File: config.mk
export PLATFORM = sky130hd
export DESIGN_NAME = pixel_frame_loader
export DESIGN_NICKNAME = d
export VERILOG_FILES = /design/src/rtl/dither_pkg.sv /design/src/rtl/luma_conv.sv /design/src/rtl/pixel_frame_loader.sv
export SDC_FILE = /design/constraint.sdc
export NUM_CORES = 1
export LEC_CHECK = 0
export CORE_MARGIN = 4
export CORE_UTILIZATION = 57
export CTS_BUF_LIST = sky130_fd_sc_hd__clkbuf_8
export DETAILED_ROUTE_END_ITERATION = 7
export DONT_BUFFER_PORTS = 1
export PLACE_DENSITY = 0.7
export REMOVE_ABC_BUFFERS = 1
export SYNTH_ARGS = -nofsm -noshare
export SYNTH_HDL_FRONTEND = slang
export SYNTH_SLANG_ARGS = --single-unit
File: constraint.sdc
create_clock -name clk -period 2.45 [get_ports clk]
set_clock_uncertainty 0.2 [all_clocks]
set_input_delay 0.245 -clock clk [delete_from_list [all_inputs] [get_ports clk]]
set_output_delay 0.245 -clock clk [all_outputs]
set_load 0.01 [all_outputs]
File: src/rtl/dither_pkg.sv
// Shared types and constants for the frame loader and dither path.
package dither_pkg;

  typedef enum logic [1:0] {
    IDLE = 2'd0,
    RECV = 2'd1,
    DONE = 2'd2
  } loader_state_e;

  // BT.601-style luma weights scaled so that they sum to 256
  localparam int LUMA_R = 77;
  localparam int LUMA_G = 150;
  localparam int LUMA_B = 29;

endpackage

File: src/rtl/luma_conv.sv
// Combinational RGB-to-gray conversion, (77R + 150G + 29B) >> 8, truncating.
// Only compiled when GRAY_CONV_EN is defined.
`ifdef GRAY_CONV_EN
module luma_conv
  import dither_pkg::*;
#(
  parameter int RGB_SIZE = 8
) (
  input  logic [3*RGB_SIZE-1:0] rgb,
  output logic [RGB_SIZE-1:0]   luma
);

  localparam int ACC_W = RGB_SIZE + 8;

  logic [ACC_W-1:0] acc;

  // Weights sum to 256, so the accumulator can never overflow
  always_comb begin
    acc  = ACC_W'(LUMA_R) * ACC_W'(rgb[0*RGB_SIZE +: RGB_SIZE])
         + ACC_W'(LUMA_G) * ACC_W'(rgb[1*RGB_SIZE +: RGB_SIZE])
         + ACC_W'(LUMA_B) * ACC_W'(rgb[2*RGB_SIZE +: RGB_SIZE]);
    luma = RGB_SIZE'(acc >> 8);
  end

endmodule
`endif

File: src/rtl/pixel_frame_loader.sv
// Loads one frame of CHANNELS-byte pixels from a byte stream into the frame SRAM.
// Optional macro GRAY_CONV_EN stores one luma byte per pixel instead of the raw channels.
module pixel_frame_loader
  import dither_pkg::*;
#(
  parameter int IMAGEX           = 16,
  parameter int IMAGEY           = 16,
  parameter int IMAGE_SIZE       = IMAGEX * IMAGEY,
  parameter int IMAGE_ADDR_WIDTH = $clog2(IMAGE_SIZE),
  parameter int RGB_SIZE         = 8,
  parameter int CHANNELS         = 3,
`ifdef GRAY_CONV_EN
  localparam int OUT_W           = RGB_SIZE
`else
  localparam int OUT_W           = CHANNELS * RGB_SIZE
`endif
) (
  input  logic                        clk,
  input  logic                        reset_n,
  input  logic                        start,
  input  logic                        abort,
  input  logic [RGB_SIZE-1:0]         in_data,
  input  logic                        in_valid,
  output logic                        in_ready,
  output logic                        sram_we,
  output logic [IMAGE_ADDR_WIDTH-1:0] sram_addr,
  output logic [OUT_W-1:0]            sram_wdata,
  output logic                        busy,
  output logic                        done
);

  localparam int PIX_W  = CHANNELS * RGB_SIZE;
  localparam int BUF_W  = (CHANNELS > 1) ? (CHANNELS - 1) * RGB_SIZE : RGB_SIZE;
  localparam int CHAN_W = (CHANNELS > 1) ? $clog2(CHANNELS) : 1;
  localparam logic [CHAN_W-1:0]           LAST_CHAN = CHAN_W'(CHANNELS - 1);
  localparam logic [IMAGE_ADDR_WIDTH-1:0] LAST_PIX  = IMAGE_ADDR_WIDTH'(IMAGE_SIZE - 1);

  loader_state_e               state;
  logic [CHAN_W-1:0]           chan_cnt;
  logic [IMAGE_ADDR_WIDTH-1:0] pix_cnt;
  logic [BUF_W-1:0]            chan_buf;
  logic [PIX_W-1:0]            pixel;
  logic [OUT_W-1:0]            pix_word;

  assign in_ready = (state == RECV) && !abort;
  assign busy     = (state == RECV);

  // The last channel is taken straight from the bus so the write lands one cycle later
  generate
    if (CHANNELS > 1) begin : g_multi
      assign pixel = {in_data, chan_buf};
    end else begin : g_single
      assign pixel = in_data;
    end
  endgenerate

`ifdef GRAY_CONV_EN
  luma_conv #(.RGB_SIZE(RGB_SIZE)) u_luma_conv (
    .rgb  (pixel),
    .luma (pix_word)
  );
`else
  assign pix_word = pixel;
`endif

  // Frame FSM, channel/pixel counters and registered SRAM port
  always_ff @(posedge clk or negedge reset_n) begin
    if (!reset_n) begin
      state      <= IDLE;
      chan_cnt   <= '0;
      pix_cnt    <= '0;
      chan_buf   <= '0;
      sram_we    <= 1'b0;
      sram_addr  <= '0;
      sram_wdata <= '0;
      done       <= 1'b0;
    end else begin
      sram_we <= 1'b0;
      done    <= 1'b0;
      case (state)
        IDLE: begin
          if (start && !abort) begin
            state    <= RECV;
            chan_cnt <= '0;
            pix_cnt  <= '0;
          end
        end
        RECV: begin
          if (abort) begin
            state    <= IDLE;
            chan_cnt <= '0;
            pix_cnt  <= '0;
          end else if (in_valid) begin
            if (chan_cnt == LAST_CHAN) begin
              sram_we    <= 1'b1;
              sram_addr  <= pix_cnt;
              sram_wdata <= pix_word;
              chan_cnt   <= '0;
              if (pix_cnt == LAST_PIX) begin
                state   <= DONE;
                pix_cnt <= '0;
              end else begin
                pix_cnt <= pix_cnt + IMAGE_ADDR_WIDTH'(1);
              end
            end else begin
              chan_buf[int'(chan_cnt) * RGB_SIZE +: RGB_SIZE] <= in_data;
              chan_cnt <= chan_cnt + CHAN_W'(1);
            end
          end
        end
        // DONE covers the final write cycle; the done pulse follows it
        DONE: begin
          state <= IDLE;
          done  <= 1'b1;
        end
        default: begin
          state <= IDLE;
        end
      endcase
    end
  end

endmodule

Word level (Yosys, flattened, before mapping):

Cells that the tools add are included.

* bits in registers: 62
* logic and storage cells: 56

* $add $sub $neg: 3
* mux-type cells: 23
* bitwise gates (word level): 2
* shift operators: 2
* reductions and logical operators: 10
* eq/ne operators: 8

Operator list (number)
* $mux 8: 5
* $neg 5->33: 1
* $shift 8x33->16 const A: 1
* $shiftx 8x33->16: 1
* $mux 2: 9
* $bwmux 16: 1
* $pmux 8 s2: 1
* $reduce_and 4->1: 4
* $add 8x1->8 const B: 1
* $eq 8x8->1 const B: 1
* $pmux 2 s2: 2
* $ne 3x2->1 const B: 2
* $mux 1: 5
* $eq 2x2->1 const B: 2
* $ne 3x3->1 const B: 1
* $reduce_and 3->1: 1
* $add 2x1->2 const B: 1
* $eq 2x1->1 const B: 1
* $logic_and 1x1->1: 2
* $logic_not 2->1: 1
* $ne 2x2->1 const B: 1
* $not 1->1: 2
* $reduce_bool 2->1: 1
* $logic_not 1->1: 1

Logic depth before layout (Yosys ltp):

Gate-level depths: netlist of run 1.

* depth after elaboration: 6
* mapped depth: 7
* mapped depth without buffers: 6

Worst setup path after synthesis of run 1:

Ideal clock, no wire load.

* kind: register to register
* start: reg state[0]
* end: reg sram_wdata[16]
* cell stages (with the launch flop): 5
* period minus slack after synthesis: 1.842 ns
* setup time: 0.125 ns
* setup slack: 0.608 ns
* arrival: 1.517 ns
* cell sequence: dfrtp_1 -> or3b_4 -> nor2_8 -> buf_6 -> mux2_2

* longest elaborated chain between the ends: 2

RTL lines
* start, declared: line pixel_frame_loader.sv:38 `loader_state_e state;`
* start signal, assigned: line pixel_frame_loader.sv:69 `state <= IDLE;`
* start signal, assigned: line pixel_frame_loader.sv:83 `state <= RECV;`
* start signal, assigned: line pixel_frame_loader.sv:90 `state <= IDLE;`
* $eq 2x1->1: line pixel_frame_loader.sv:80 `case (state)`
* $reduce_and 4->1 (no line)
* end signal, assigned: line pixel_frame_loader.sv:97 `sram_wdata <= pix_word;`
* end, declared: line pixel_frame_loader.sv:27 `output logic [OUT_W-1:0] sram_wdata,`

Every way passes these cells.
A chain may end at the register's enable or synchronous reset.

Final worst setup path of run 1:

* start: in abort
* end: reg chan_buf[7]

* longest elaborated chain between the ends: 2

RTL lines
* start, declared: line pixel_frame_loader.sv:21 `input logic abort,`
* $not 1->1 (no line)
* $reduce_and 4->1 (no line)
* end signal, assigned by index: line pixel_frame_loader.sv:106 `chan_buf[int'(chan_cnt) * RGB_SIZE +: RGB_SIZE] <= in_data;`
* end, declared: line pixel_frame_loader.sv:41 `logic [BUF_W-1:0] chan_buf;`

Every way passes these cells.

==> impl_metrics.tcl, run 1 <==
set metrics [dict create \
    avgViaCountPerCell 5.82 \
    netlist-cell-type-count 30 \
    tritoncts_clock_tree "yes" \
    critPathRequiredTime_ns 2.47 \
    status "finished, violations left" \
    htree_num_levels 3 \
    clockRootBuffer "sky130_fd_sc_hd__clkbuf_8" \
    cts_buffer_depth 2 \
    cts_made_buffers 9 \
    violations "negative hold slack" \
    end_kind "register" \
    die_height_um 75.7 \
    ys_dominant_reg_cell "sky130_fd_sc_hd__dfrtp_1" \
    critPathKind "input pin to register" \
    synth_simple_gate_area_share_pct 12.9 \
    powerDensity_mw_per_mm2 829 \
    ir_drop_mv 0.469 \
    initial_core_util_pct 59.5 \
    grt_usage_pct 20.6 \
    whs_ns -0.00740 \
    crit_fanout 12 \
    drt_iter0_markers 90 \
    layout-drive-gt1-share_pct 24.5 \
    detailed_place_hpwl_um 3420 \
    final_max_tran_viols 0 \
    worstHoldStart "in_valid" \
    routabilityCongestion 0.874 \
    worstSetupStartpoint "abort" \
    antenna_violations_before_repair 0 \
    total_count_of_hold_check_failures_in_the_final_report 1 \
    route.layer.met1.wl_um 2120 \
    clock_transition_at_path_regs_ns 0.07 \
    drt_pass1_iterations 4 \
    minimum_clock_period_after_layout_ns 2.33 \
    final_area_mm2 0.00304 \
    synth_async_sr_flop_share_pct 100 \
    ys.warnings.count 0 \
    vias 1704 \
    hold-path-cell-count 2 \
    critical_path.reg2reg.startpoint "state[0]" \
    power_leakage_uw 0.00146 \
    synth_xor_xnor_area_share_pct 0 \
    die_width_um 75.7 \
    worstPathArrival_ns 2.35 \
    n_fill_cell 330 \
    crit_path_launch_type "input pin" \
    synth_compound_gate_area_share_pct 8.68 \
    rows 24 \
    first_global_vias 1837 \
    yosys.area_share.adder_pct 2.40 \
    synth_top_family_by_area "multiplexers" \
    synth_sequential_area_ratio_pct 59.5 \
    route.met3.wl_um 367 \
    area_delta_synth_final_pct 16.5 \
    timing.fmax_ghz 0.428 \
    post_synth.cell_area_avg_um2 12.4 \
    placed_instance_area_mm2 0.00265 \
    met2_wirelength_um 2670 \
    worst_slew_margin_rel_pct 63.6 \
    maxCapViolCount 0 \
    globalRoute.totalOverflow 0 \
    worst_pin_slew_ns 0.546 \
    synth-edff-count 0 \
    final.setup.tns_ns 0 \
    synth_seq_cells 62 \
    min_path_type "input pin to register" \
    avgRoutedWirePerCell_um 18.0 \
    diodes 0 \
    post-route-drc-count 0 \
    setup_viol_count_final 0 \
    design.core.area_mm2 0.00438 \
    finish.net_count 254 \
    worstRegToRegCells 6 \
    cts.sink_count 62 \
    first_pass_grt_wire_length_um 8540 \
    yosys-mux-area-fraction_pct 13.8 \
    fin_crit_sh_pct 95.3 \
    num_ports 49 \
    mappedNetlistArea_mm2 0.00261 \
    fp.dieArea_mm2 0.00572 \
    portBuffers 0 \
    post_synth_inst_count 210 \
    clkLatencyLatePin_ns 0.33 \
    drt-total-wl_um 5270 \
    grt_max_degree 63 \
    route.antenna.remaining_nets 0 \
    top_signal_layer_used "met4" \
]
==> cell families after synthesis <==
| logic type | Yosys count |
|---|---|
| adder cells (fa/ha/maj) | 5 |
| flip-flops | 62 |
| AND/OR/NAND/NOR | 62 |
| multiplexers | 32 |
| AO/OA/AOI/OAI | 38 |
| buffers and inverters | 11 |
==> routing by layer <==
metal | GRT usage (%) | vias up
li1 | - | 789
met1 | 22.9 | 844
met2 | 35.6 | 59
met3 | 6.86 | 12
met4 | 9.51 | 0
met5 | 0 | -
==> where the power goes <==
part / total, uW / switching (uW) / internal, uW
clock network: 901 / 385 / 516
registers: 1250 / 103 / 1140
logic: 372 / 200 / 172
==> layout make-up <==
class                   count  area [um2]  area share (%)
clock buffers              11         151            4.98
well taps                  52        65.1            2.14
inverters                   5        21.3           0.700
clock inverters             5        50.0            1.65
flip-flops and latches     62        1550            51.1
multi-input cells         137         987            32.5
repair buffers             21         210            6.92
==> repair_timing <==
item | in CTS | in global routing
hold buffers | 14 | 0
setup buffers | 0 | 4
resized for setup | 0 | 1
hold endpoints to repair | 90 | 0
endpoints found under the setup margin | 0 | 2
==> placed cells by master, fill, tap and decap left out, types with 2 or more instances in the layout <==
master and count:
sky130_fd_sc_hd__mux2_2 30, sky130_fd_sc_hd__nor2b_1 2, sky130_fd_sc_hd__inv_1 6, sky130_fd_sc_hd__buf_4 7
sky130_fd_sc_hd__nand3_1 2, sky130_fd_sc_hd__o31ai_1 3, sky130_fd_sc_hd__mux2_1 2, sky130_fd_sc_hd__o21ai_1 4
sky130_fd_sc_hd__nand2_1 39, sky130_fd_sc_hd__ha_1 5, sky130_fd_sc_hd__nor2_1 3, sky130_fd_sc_hd__o21bai_1 2
sky130_fd_sc_hd__or4_1 3, sky130_fd_sc_hd__nand4b_4 2, sky130_fd_sc_hd__o21ai_0 17, sky130_fd_sc_hd__dlygate4sd3_1 13
sky130_fd_sc_hd__or3_1 4, sky130_fd_sc_hd__dfrtp_1 61, sky130_fd_sc_hd__clkbuf_8 11, sky130_fd_sc_hd__a32o_1 2
sky130_fd_sc_hd__a21oi_1 8
==> path summary, 6_finish.rpt <==
| path | to | slack, ns |
|---|---|---|
| setup / recovery | chan_buf[7] | 0.12 |
| hold / removal | chan_buf[1] | -0.007 |
| setup reg to reg | chan_buf[7] | 0.17 |
| hold reg to reg | chan_buf[12] | 0.28 |
| max in group asynchronous | state[0] | 1.52 |
| min in group asynchronous | sram_wdata[4] | 0.27 |
==> synthesized netlist by cell type, types with 3 or more instances <==
cell	instances	area, um2
sky130_fd_sc_hd__dfrtp_1	62	1550
sky130_fd_sc_hd__nand2_1	39	146
sky130_fd_sc_hd__mux2_2	30	338
sky130_fd_sc_hd__o21ai_0	17	85.1
sky130_fd_sc_hd__a21oi_1	8	40.0
sky130_fd_sc_hd__ha_1	5	62.6
sky130_fd_sc_hd__inv_1	4	15.0
sky130_fd_sc_hd__o21ai_1	4	20.0
sky130_fd_sc_hd__or3_1	4	25.0
sky130_fd_sc_hd__buf_2	3	15.0
sky130_fd_sc_hd__buf_6	3	33.8
sky130_fd_sc_hd__nor2_1	3	11.3
sky130_fd_sc_hd__o31ai_1	3	22.5
sky130_fd_sc_hd__or4_1	3	22.5
==> flip-flops by register name (all words and copies together) (netlist names) <==
name / count
chan_buf: 16
chan_cnt: 2
pix_cnt: 8
state: 2
sram_we: 1
done: 1
sram_addr: 8
sram_wdata: 24
==> metrics by stage <==
| stage | util, % | cells | total power, uW | worst slack [ns] |
|---|---|---|---|---|
| floorplan | - | 204 | 1470 | 0.507 |
| global placement | 60.4 | 259 | 1530 | 0.425 |
| detailed placement | 60.4 | 259 | 1560 | 0.292 |
| CTS | 68.6 | 289 | 2520 | 0.0895 |
| global route | 69.3 | 293 | 2650 | -0.0174 |
| finish | 69.3 | 293 | 2520 | 0.116 |
==> worst max-delay path, cell delays in order <==
cell,delay (ns)
sky130_fd_sc_hd__dlygate4sd3_1,0.55
sky130_fd_sc_hd__or3b_4,0.46
sky130_fd_sc_hd__inv_4,0.15
sky130_fd_sc_hd__nand4b_4,0.19
sky130_fd_sc_hd__nand2_1,0.11
sky130_fd_sc_hd__o21ai_1,0.07
sky130_fd_sc_hd__dlygate4sd3_1,0.56
Note: power is estimated with default switching activity, not from simulation.
==> run 2: changes to the inputs <==
--- a/config.mk
+++ b/config.mk
@@ -5,12 +5,12 @@
 export SDC_FILE = /design/constraint.sdc
 export NUM_CORES = 1
 export LEC_CHECK = 0
+export BUFFER_PORTS_ARGS = -buffer_cell sky130_fd_sc_hd__buf_2
 export CORE_MARGIN = 4
 export CORE_UTILIZATION = 57
 export CTS_BUF_LIST = sky130_fd_sc_hd__clkbuf_8
 export DETAILED_ROUTE_END_ITERATION = 7
-export DONT_BUFFER_PORTS = 1
-export PLACE_DENSITY = 0.7
+export PLACE_DENSITY = 0.8
 export REMOVE_ABC_BUFFERS = 1
 export SYNTH_ARGS = -nofsm -noshare
 export SYNTH_HDL_FRONTEND = slang
==> run 2 against run 1 <==
Compared with the run above:
- the flow now finishes without violations
- routed wire length fell by 5.1%
- global-route usage fell by 0.79 points
- worst hold slack improved by 0.054 ns
- sequential share of layout area fell by 2.6 points
- die area did not move
- maximum frequency rose by 6.2%
- core utilization rose by 3.7 points
- power rose by 0.26%
==> impl_metrics.tcl, run 2 (synthesis gave the netlist of run 1 again) <==
set metrics [dict create \
    power_leakage_uw 0.00167 \
    drt_pass1_iterations 4 \
    maxCapViolCount 0 \
    tritoncts_clock_tree "yes" \
    cts_buffer_depth 2 \
    gr-usage-met3_pct 6.99 \
    end_kind "register" \
    drt_iter0_markers 109 \
    die_height_um 75.7 \
    worstRegToRegCells 6 \
    grt_usage_pct 19.8 \
    fp.dieArea_mm2 0.00572 \
    finish.net_count 294 \
    regToRegSetupSlack_ns 0.25 \
    status "finished clean" \
    worst_slew_margin_rel_pct 60.3 \
    drt-total-wl_um 5000 \
    route.antenna.remaining_nets 0 \
    clkLatencyLatePin_ns 0.34 \
    worstReg2RegEnd "pix_cnt[7]" \
    initial_core_util_pct 59.5 \
    crit_path_launch_type "register" \
    flip_flop_count_of_the_largest_register_after_layout 24 \
    ir_drop_mv 0.508 \
    portBuffers 48 \
    worstSetupStartpoint "chan_cnt[0]" \
    fin_crit_sh_pct 89.7 \
    critPathKind "register to register" \
    detailed_place_hpwl_um 3260 \
    layout-drive-gt1-share_pct 36.3 \
    vias 1830 \
    final.setup.tns_ns 0 \
    die_width_um 75.7 \
    cts_made_buffers 9 \
    grt-busiest-layer "met2" \
    worst_pin_slew_ns 0.595 \
    powerDensity_mw_per_mm2 789 \
    rows 24 \
    routabilityCongestion 0.769 \
    antenna_violations_before_repair 0 \
    critical_path.endpoint "pix_cnt[7]" \
    clock_transition_at_path_regs_ns 0.06 \
    critical_path.reg2reg.startpoint "chan_cnt[0]" \
    total_count_of_hold_check_failures_in_the_final_report 0 \
    biggestRegsByFlops "sram_wdata (24), chan_buf (16)" \
    rsz_0062_raised_after_global_routing "false" \
    avgViaCountPerCell 5.50 \
    first_pass_grt_wire_length_um 8200 \
    setup_viol_count_final 0 \
    largest_register "sram_wdata" \
    first_global_vias 1712 \
    grt_use_met2_pct 31.8 \
    num_ports 49 \
    post-route-drc-count 0 \
    avgRoutedWirePerCell_um 15.0 \
    globalRoute.totalOverflow 0 \
    area_delta_synth_final_pct 22.6 \
    commonest_non_fill_non_tap_cell_in_the_layout "sky130_fd_sc_hd__dfrtp_1" \
    minimum_clock_period_after_layout_ns 2.20 \
    final_cell_mix "sky130_fd_sc_hd__dfrtp_1 (62), sky130_fd_sc_hd__buf_2 (48), sky130_fd_sc_hd__nand2_1 (39), sky130_fd_sc_hd__mux2_2 (30), sky130_fd_sc_hd__o21ai_0 (17)" \
    final_max_tran_viols 0 \
    diodes 0 \
    globalRouteMet1Util_pct 24.2 \
    ctsResizeCount 0 \
    grt_max_degree 63 \
    cts_setup_buffers 0 \
    min_path_type "input pin to register" \
    htree_num_levels 3 \
    design.core.area_mm2 0.00438 \
    critPathRequiredTime_ns 2.51 \
    placed_instance_area_mm2 0.00291 \
    timing.fmax_ghz 0.455 \
    cts.sink_count 62 \
    crit_fanout 15 \
    worstPathArrival_ns 2.26 \
    clockRootBuffer "sky130_fd_sc_hd__clkbuf_8" \
    final_area_mm2 0.00320 \
]
## run 2: cell count changes in the layout (fill, tap and decap cells not counted), sizes merged
cell	change
inv	+1
clkbuf	-1
dlygate4sd3	-4
buf	+44
## run 2: area by class of cell
| cell class | instances | area (um2) |
|---|---|---|
| Clock buffer | 10 | 138 |
| Clock inverter | 6 | 62.6 |
| Fill cell | 312 | 1190 |
| Inverter | 5 | 21.3 |
| Multi-Input combinational cell | 137 | 987 |
| Sequential cell | 62 | 1550 |
| Tap cell | 52 | 65.1 |
| Timing Repair Buffer | 61 | 373 |
## run 2: repair_timing
item                                    CTS  global route
endpoints found under the hold margin    84             0
hold buffers                              9             0
endpoints found under the setup margin    0             0
## run 2: metrics by stage
stage / power [uW] / instances / util, % / worst slack (ns) / hold WS, ns
after floorplan: 1470 / 204 / - / 0.507 / -0.251
after global placement: 1620 / 308 / 66.3 / 0.400 / 0.0784
after detailed placement: 1640 / 308 / 66.3 / 0.308 / 0.0771
after CTS: 2550 / 333 / 72.9 / 0.270 / 0.0397
after global routing: 2660 / 333 / 72.9 / 0.115 / 0.0800
final: 2520 / 333 / 72.9 / 0.253 / 0.0468
## run 2: power by group
part | leakage [uW] | internal [uW] | switching, uW
Sequential | 0.000853 | 1140 | 65.5
Combinational | 0.000710 | 187 | 240
Clock | 0.000105 | 495 | 396
Total | 0.00167 | 1820 | 702
## run 2: worst min-delay path by stage
stage	startpoint	to	slack, ns	cells past startpoint
4_1_cts	abort	state[0]	0.04	3
6_report	abort	state[0]	0.05	3
2_1_floorplan	reset_n	chan_buf[0]	-0.25	0
3_5_place_dp	reset_n	sram_wdata[14]	0.08	2
5_1_grt	abort	state[0]	0.08	3
3_3_place_gp	reset_n	sram_we	0.08	2
## run 2: worst max-delay path, cell delays in order, from the launching register on
cell	delay, ns
sky130_fd_sc_hd__dfrtp_1	0.42
sky130_fd_sc_hd__inv_1	0.12
sky130_fd_sc_hd__ha_1	0.23
sky130_fd_sc_hd__and2_1	0.17
sky130_fd_sc_hd__o221ai_2	0.25
sky130_fd_sc_hd__or4_1	0.57
sky130_fd_sc_hd__a21oi_1	0.17
## run 2: layer usage
| metal | up-vias | part of all wire, % |
|---|---|---|
| li1 | 883 | - |
| met1 | 879 | 43 |
| met2 | 57 | 49 |
| met3 | 11 | 6.0 |
| met4 | 0 | 1.6 |
| met5 | - | 0 |
==> run 3: changes to the inputs <==
--- a/config.mk
+++ b/config.mk
@@ -10,6 +10,7 @@
 export CORE_UTILIZATION = 57
 export CTS_BUF_LIST = sky130_fd_sc_hd__clkbuf_8
 export DETAILED_ROUTE_END_ITERATION = 7
+export HOLD_SLACK_MARGIN = 0.08
 export PLACE_DENSITY = 0.8
 export REMOVE_ABC_BUFFERS = 1
 export SYNTH_ARGS = -nofsm -noshare
==> run 3 against run 2 <==
Compared with the run above:
- routed wire length up 0.16%
- final cell count increased by 0.30%
- maximum frequency increased by 0.45%
- clock power barely moved
- count of clock-buffer cells in the layout unchanged
- global-route usage about the same
- first-iteration DRC count down 3.7%
- sequential share of layout area down 0.15 points
- worst setup slack improved by 0.0099 ns
==> impl_metrics.tcl, run 3 (synthesis gave the netlist of run 1 again) <==
set metrics [dict create \
    finalCoreUtilization_pct 73.2 \
    antenna_violations_before_repair 0 \
    commonest_non_fill_non_tap_cell_in_the_layout "sky130_fd_sc_hd__dfrtp_1" \
    whs_ns 0.124 \
    routabilityCongestion 0.769 \
    clockRootBuffer "sky130_fd_sc_hd__clkbuf_8" \
    avgViaCountPerCell 5.48 \
    cts.sink_count 62 \
    first_pass_grt_wire_length_um 8180 \
    route.antenna.remaining_nets 0 \
    minimum_clock_period_after_layout_ns 2.19 \
    grt_usage_pct 19.8 \
    register_area_mm2 0.00155 \
    fin_crit_sh_pct 89.3 \
    combined_area_of_the_multi_input_logic_cells_um2 987 \
    switching_power_uw 701 \
    clkPwrFrac_pct 35.3 \
    cp.buffers_inverters 1 \
    critPathKind "register to register" \
    crit_fanout 15 \
    crit_path_launch_type "register" \
    globalRoute.totalOverflow 0 \
    layout-drive-gt1-share_pct 36.2 \
    design.core.area_mm2 0.00438 \
    internal_power_contribution_uw 1820 \
    cts_setup_buffers 0 \
    critPathSlowestCell "sky130_fd_sc_hd__or4_1" \
    htree_num_levels 3 \
    flip_flop_count_of_the_largest_register_after_layout 24 \
    cpPeakStageDelay_ns 0.57 \
    critPathRequiredTime_ns 2.51 \
    rows 24 \
    largest_register "sram_wdata" \
    worst_slew_margin_rel_pct 61.3 \
    clock_transition_at_path_regs_ns 0.06 \
    num_ports 49 \
    first_global_vias 1713 \
    initial_core_util_pct 59.5 \
    worst_pin_slew_ns 0.581 \
    cp_cell_sequence "inv_1 -> ha_1 -> and2_1 -> o221ai_2 -> or4_1 -> a21oi_1" \
    ir_drop_mv 0.508 \
    die_width_um 75.7 \
    drt_iter0_markers 105 \
    biggestRegsByFlops "sram_wdata (24), chan_buf (16)" \
    cts_made_buffers 9 \
    post-route-drc-count 0 \
    die_height_um 75.7 \
    diodes 0 \
    sw_frac_of_total_pct 27.8 \
    min_path_type "input pin to register" \
    seqPwrFrac_pct 47.8 \
    area_delta_synth_final_pct 23.0 \
    end_kind "register" \
    fp.dieArea_mm2 0.00572 \
    path_delay_family "simple AND/OR/NAND/NOR gates" \
    worstPathArrival_ns 2.24 \
    post_route_insts_no_fill 334 \
    tritoncts_clock_tree "yes" \
    grt_max_degree 63 \
    timing.fmax_ghz 0.457 \
    power_leakage_uw 0.00167 \
    powerDensity_mw_per_mm2 787 \
    avgRoutedWirePerCell_um 15.0 \
    clkLatencyLatePin_ns 0.34 \
    drt-total-wl_um 5000 \
    final.setup.tns_ns 0 \
    n_fill_cell 311 \
    setup_viol_count_final 0 \
    p_comb_share_pct 17.0 \
    maxCapViolCount 0 \
    finish.net_count 295 \
    vias 1831 \
    portBuffers 48 \
    final_cell_mix "sky130_fd_sc_hd__dfrtp_1 (62), sky130_fd_sc_hd__buf_2 (48), sky130_fd_sc_hd__nand2_1 (39), sky130_fd_sc_hd__mux2_2 (30), sky130_fd_sc_hd__o21ai_0 (17)" \
    rsz_0062_raised_after_global_routing "false" \
    status "finished clean" \
    drt_pass1_iterations 4 \
    total_count_of_hold_check_failures_in_the_final_report 0 \
    cts_buffer_depth 2 \
    detailed_place_hpwl_um 3260 \
    final_max_tran_viols 0 \
    numPlacedInstances 308 \
]
run 3: changes by cell type in the layout (fill, tap and decap cells not counted):
cell,previous run,this run
sky130_fd_sc_hd__dlygate4sd3_1,9,10
run 3: what timing repair did:
action | in CTS | in global routing
hold endpoints to repair | 87 | 0
hold buffers | 10 | 0
gates resized for setup | 0 | 0
run 3: routing by layer:
metal	part of all wire, %	GRT usage, %
met5	0	0
met4	1.7	8.54
met3	5.7	6.99
met2	49	31.8
met1	44	24.1
run 3: area by class of cell:
type,count,share of cell area [%]
well taps,52,2.03
multi-input cells,137,30.8
clock buffers,10,4.29
flip-flops and latches,62,48.4
repair buffers,62,11.9
inverters,5,0.663
clock inverters,6,1.95
run 3: path summary, 6_finish.rpt:
kind	to	cells after the start	start	slack, ns
worst max-delay path	pix_cnt[7]	6	chan_cnt[0]	0.26
worst min-delay path	chan_cnt[0]	2	in_valid	0.12
worst max register to register	pix_cnt[7]	6	chan_cnt[0]	0.26
worst min register to register	sram_wdata[12]	1	sram_wdata[12]	0.28
max in group asynchronous	chan_cnt[1]	3	reset_n	1.54
min in group asynchronous	sram_wdata[14]	3	reset_n	0.24
run 3: power by group through the flow:
stage	clock (uW)	sequential (uW)	combinational, uW
final	890	1210	429
after global routing	956	1220	486
after CTS	908	1210	435
after detailed placement	0	1230	418
after global placement	0	1220	406
after floorplan	0	1240	229
run 3: worst reg2reg max path, delay by kind of cell (launching register included):
family / cells / cell delay, ns
AOI/OAI and AO/OA: 2 / 0.40
and+or+nand+nor: 2 / 0.74
adders and majority gates: 1 / 0.23
buffers and inverters: 1 / 0.12
DFF: 1 / 0.42
run 3: through the flow:
step	power (uW)	cell area (um2)	setup slack (ns)
after floorplan	1470	2560	0.507
after global placement	1620	2910	0.400
after detailed placement	1640	2910	0.308
after CTS	2550	3210	0.270
after global routing	2660	3210	0.115
final	2530	3210	0.262
